<file path="src/rtl/number_match_engine.sv">
// rtl/number_match_engine.sv - guess-the-number round FSM driven by a 16-bit LFSR; ATTEMPT_LIMIT_EN adds a miss limit with game_over
module number_match_engine #(
    parameter int WIDTH        = 4,
    parameter int GEN_CYCLES   = 25_000_000,
    parameter int HOLD_CYCLES  = 50_000_000,
    parameter int MAX_ATTEMPTS = 3
) (
    input  logic             clk,
    input  logic             rst,
    input  logic             start,
    input  logic             guess_valid,
    input  logic [WIDTH-1:0] guess,
    output logic             match,
    output logic             not_match,
    output logic [WIDTH-1:0] target,
    output logic             busy,
    output logic             game_over
);

    localparam int GW = (GEN_CYCLES > 1) ? $clog2(GEN_CYCLES) : 1;
    localparam int HW = (HOLD_CYCLES > 1) ? $clog2(HOLD_CYCLES) : 1;

    if (WIDTH < 1 || WIDTH > 16 || GEN_CYCLES < 1 || HOLD_CYCLES < 1 || MAX_ATTEMPTS < 1) begin : g_bad_params
        $error("number_match_engine: parameter out of range");
    end

    typedef enum logic [2:0] {
        IDLE,
        GEN,
        WAIT_GUESS,
        CHECK,
        SHOW_MATCH,
        SHOW_MISS
    } state_t;

    state_t            state;
    state_t            state_next;
    logic [15:0]       lfsr;
    logic              lfsr_fb;
    logic [GW-1:0]     gen_cnt;
    logic [HW-1:0]     hold_cnt;
    logic [WIDTH-1:0]  guess_q;
    logic              gen_done;
    logic              hold_done;
    logic              showing;
    logic              limit_hit;

    // Taps 16,14,13,11 in right-shifting Fibonacci form
    assign lfsr_fb   = lfsr[0] ^ lfsr[2] ^ lfsr[3] ^ lfsr[5];
    assign gen_done  = (gen_cnt == GW'(GEN_CYCLES - 1));
    assign hold_done = (hold_cnt == HW'(HOLD_CYCLES - 1));
    assign showing   = (state == SHOW_MATCH) || (state == SHOW_MISS);

    always_ff @(posedge clk or posedge rst) begin
        if (rst) begin
            state <= IDLE;
        end else begin
            state <= state_next;
        end
    end

    always_comb begin
        state_next = state;
        match      = 1'b0;
        not_match  = 1'b0;
        busy       = 1'b1;
        case (state)
            IDLE: begin
                busy = 1'b0;
                if (start) state_next = GEN;
            end
            GEN: begin
                if (gen_done) state_next = WAIT_GUESS;
            end
            WAIT_GUESS: begin
                if (guess_valid) state_next = CHECK;
            end
            CHECK: begin
                state_next = (guess_q == target) ? SHOW_MATCH : SHOW_MISS;
            end
            SHOW_MATCH: begin
                match = 1'b1;
                if (hold_done) state_next = IDLE;
            end
            SHOW_MISS: begin
                not_match = 1'b1;
                if (hold_done) state_next = limit_hit ? IDLE : WAIT_GUESS;
            end
            default: begin
                busy       = 1'b0;
                state_next = IDLE;
            end
        endcase
    end

    // Counters clear whenever their state is not active, so each state starts at zero
    always_ff @(posedge clk or posedge rst) begin
        if (rst) begin
            lfsr     <= 16'hACE1;
            gen_cnt  <= '0;
            hold_cnt <= '0;
            target   <= '0;
            guess_q  <= '0;
        end else begin
            lfsr     <= {lfsr_fb, lfsr[15:1]};
            gen_cnt  <= (state == GEN && !gen_done) ? gen_cnt + 1'b1 : '0;
            hold_cnt <= (showing && !hold_done) ? hold_cnt + 1'b1 : '0;
            if (state == GEN && gen_done) target <= lfsr[WIDTH-1:0];
            if (state == WAIT_GUESS && guess_valid) guess_q <= guess;
        end
    end

`ifdef ATTEMPT_LIMIT_EN
    localparam int MW = $clog2(MAX_ATTEMPTS + 1);

    logic [MW-1:0] miss_cnt;

    assign limit_hit = (miss_cnt == MW'(MAX_ATTEMPTS));

    always_ff @(posedge clk or posedge rst) begin
        if (rst) begin
            miss_cnt  <= '0;
            game_over <= 1'b0;
        end else begin
            if (state == IDLE && start) begin
                miss_cnt <= '0;
            end else if (state == CHECK && guess_q != target) begin
                miss_cnt <= miss_cnt + 1'b1;
            end
            game_over <= (state == SHOW_MISS) && hold_done && limit_hit;
        end
    end
`else
    assign limit_hit = 1'b0;
    assign game_over = 1'b0;
`endif

endmodule

</file>
<file path="config.mk">
export PLATFORM = sky130hd
export DESIGN_NAME = number_match_engine
export DESIGN_NICKNAME = d
export VERILOG_FILES = /design/src/rtl/number_match_engine.sv
export SDC_FILE = /design/constraint.sdc
export NUM_CORES = 1
export LEC_CHECK = 0
export ABC_CLOCK_PERIOD_IN_PS = 3400
export CAP_MARGIN = 30
export CORE_ASPECT_RATIO = 1.2
export CORE_UTILIZATION = 60
export CTS_CLUSTER_SIZE = 28
export DETAILED_ROUTE_END_ITERATION = 8
export HOLD_SLACK_MARGIN = 0.12
export PLACE_DENSITY = 0.79
export SLEW_MARGIN = 15
export SYNTH_ARGS = -nofsm -noshare
export SYNTH_HDL_FRONTEND = slang
export SYNTH_SLANG_ARGS = --single-unit
</file>
<file path="constraint.sdc">
create_clock -name clk -period 3.4 [get_ports clk]
set_clock_uncertainty 0.2 [all_clocks]
set_input_delay 1.02 -clock clk [delete_from_list [all_inputs] [get_ports clk]]
set_output_delay 1.02 -clock clk [all_outputs]
set_load 0.01 [all_outputs]
</file>
==> results.cfg, run 1 <==
[timing]
fin_setup_tns_ns = 0
fmax_ghz = 0.331
finalCritPeriodShare_pct = 88.9
hold_violations = 0
rsz0062_at_grt = false
setup_violations = 0
relSlewSlack_pct = 55.2
slew_viol_final = 0
worstMarginPinSlew_ns = 0.667
period_minus_slack_ns = 3.02

[outcome]
outcome = finished, final reports clean

[clocking]
tritoncts = yes
max-clock-path-buffers = 2
root_buffer = clkbuf_8
cts_hold_buf = 0
cts_buffers = 9
clk_pin_slew_ns = 0.08
cts_num_sinks = 78
post-cts-setup-buffers = 0
cts-htree-levels = 3
clkLatencyLatePin_ns = 0.35
cts_resized = 0

[place]
placed_cells = 432
port_buffers = 14
hpwl_um = 4700
place.gp.congestion = 0.785

[power_and_ir_drop]
internal_power_mw = 1.30
irDropWorstVdd_mv = 0.280
p_leak_nw = 1.61
total_power_mw = 1.65
power_switching_mw = 0.350
powerDensity_nw_per_um2 = 407
pwr-share-seq_pct = 56.3
power_frac_comb_pct = 1.9
p_sw_share_pct = 21.2
clockPowerShare_pct = 41.8

[routing]
first_pass_iters = 4
ant_nets = 0
drt_iter0_markers = 156
wl_um = 6660
remaining_drc_errors = 0
via_count = 2606
wl_per_cell_um = 14.9
viasPerCell = 5.82

[synth]
synth_edf_count = 0
synthCells = 348
synth_top_family_by_area = simple AND/OR/NAND/NOR gates
syn_nets = 358
synth_xor_xnor_area_share_pct = 7.76
synthTopCellsByArea = dfrtp_1 (48%), dfstp_2 (5.8%), xnor2_1 (4.8%)
synth_seq_area_share_pct = 54.3
muxShareOfSynthArea_pct = 2.77
synth_compound_area_share_pct = 8.34
synth_top_area_share_pct = 48.5
synth.avg_cell_area_sq_um = 10.4
yosysTopAreaCell = dfrtp_1
yosys_warnings = 0
synthFlopType = dfrtp_1
yosysMostFrequentCell = dfrtp_1
async_flop_share_pct = 100
synth_common_cells = dfrtp_1 (70), nor2_1 (34), a21oi_1 (24)
synth_seq_cells = 78
synth-simple-area-share_pct = 23.5
netlist_area_sq_um = 3610
synth-adder-area-share_pct = 0.693
synthDistinctLibCells = 42

[setup_path]
cp_max_fo = 10
end_kind = primary output
crit_start = state[2]
critPathKind = reg2out
required_ns = 2.18
cp-endpoint = not_match
reg2reg_from = gen_cnt[0]
startpoint_type = register
rrSetupSlack_ns = 0.95
r2r-end = gen_cnt[24]
r2r_cells = 5
arrival_ns = 1.80

[grt]
grt_start_max_net_pins = 31
grt_pass1_wl_um = 11500
use_met2_pct = 39.9
overflow = 0
antenna_found_initial = 0
grt.total_usage_pct = 24.2
met1_usage_pct = 29.9
use_met3_pct = 5.79
grt-busiest-layer = met2
grt_pass1_vias = 2576

[worst_hold_path]
hold_path.class = reg2reg

[die]
die_w_um = 72.8
die_h_um = 87.0
ios = 16
dieArea_sq_um = 6340
core_sq_um = 5740
initial_core_util_pct = 62.9
row_count = 30

[final_layout]
antenna_cells = 0
finish.utilization_pct = 70.5
stdcell_count = 448
finalNetCount = 373
fill_cells = 440
multi_input_area_sq_um = 1560
syn2layout_area_growth_pct = 12.0
drive_above_1_share_pct = 12.5
seq_area_sq_um = 1960

[job]
drv_cap = 0
critical path, stage by stage, from the launching register on:
cell and delay [ns]:
dfrtp_1 0.51, nor2b_1 0.24, nand2_1 0.09, inv_1 0.08
clkdlybuf4s50_1 0.53
power groups by stage:
stage          Combinational [mW]  Sequential [mW]  Clock, mW
2_1_floorplan              0.0152            0.945          0
3_3_place_gp               0.0328            0.945          0
3_5_place_dp               0.0331            0.945          0
4_1_cts                    0.0332            0.927      0.704
5_1_grt                    0.0366            0.927      0.740
6_report                   0.0314            0.927      0.689
cell usage in the layout, fill, tap and decap left out, types with 2 or more instances in the layout:
master and count:
nand4_1 13, nor3_1 9, nand2_1 23, or2_2 2, nand3_1 17, o21ai_0 10, clkinvlp_4 2, clkdlybuf4s50_1 14
inv_1 7, or3_1 7, buf_4 2, xor2_1 12, o31ai_1 13, nand2b_1 2, a21oi_1 24, nor4_1 5
and3_1 4, and4_1 6, clkbuf_8 10, dfstp_2 8, nor4b_1 2, ha_1 2, buf_12 2, nor2_1 34
dfrtp_1 70, or3_2 4, or4_1 16, mux2_2 8, xnor2_1 20
how the worst min path moves through the flow:
stage               startpoint  endpoint  slack, ns  cells past startpoint
floorplan              lfsr[4]   lfsr[3]       0.13                      0
global placement       lfsr[9]   lfsr[8]       0.14                      0
detailed placement    lfsr[12]  lfsr[11]       0.14                      0
CTS                    lfsr[8]   lfsr[7]       0.16                      0
global route          lfsr[11]  lfsr[10]       0.16                      0
finish                 lfsr[9]   lfsr[8]       0.15                      0
area by class of cell:
| type | count | area share [%] |
|---|---|---|
| repair buffers | 18 | 4.82 |
| clock buffers | 11 | 3.49 |
| multi-input cells | 248 | 38.6 |
| clock inverters | 5 | 1.45 |
| flip-flops and latches | 78 | 48.5 |
| well taps | 80 | 2.47 |
| inverters | 8 | 0.742 |
metal layers:
layer / vias up / part of all wire [%]
li1: 1284 / -
met1: 1268 / 45
met2: 38 / 49
met3: 16 / 3.4
met4: 0 / 2.6
met5: - / 0
flip-flops by register name, summed over array words and instances (netlist names):
| name | flops |
|---|---|
| guess_q | 4 |
| target | 4 |
| gen_cnt | 25 |
| hold_cnt | 26 |
| lfsr | 16 |
| state | 3 |
logic make-up after synthesis:
kind of cell    after synthesis
compound gates               51
xor+xnor                     32
fa+ha+maj                     2
buf+inv                      22
flops                        78
mux                           9
other cells                   1
simple gates                153
metrics by stage:
stage	hold WS, ns	cell area [sq um]	setup slack (ns)
floorplan	0.131	3610	0.198
global placement	0.135	3850	0.768
detailed placement	0.138	3850	0.768
CTS	0.157	4050	0.365
global route	0.163	4050	0.306
finish	0.154	4050	0.378
No activity file was read; power rests on OpenSTA's default activity.
==> run 2, diff against run 1 <==
--- a/config.mk
+++ b/config.mk
@@ -9,7 +9,7 @@
 export CAP_MARGIN = 30
 export CORE_ASPECT_RATIO = 1.2
 export CORE_UTILIZATION = 60
-export CTS_CLUSTER_SIZE = 28
+export CTS_CLUSTER_SIZE = 8
 export DETAILED_ROUTE_END_ITERATION = 8
 export HOLD_SLACK_MARGIN = 0.12
 export PLACE_DENSITY = 0.79
==> results of run 2 <==
Final layout, timing and power as in run 1 (identical DEF).
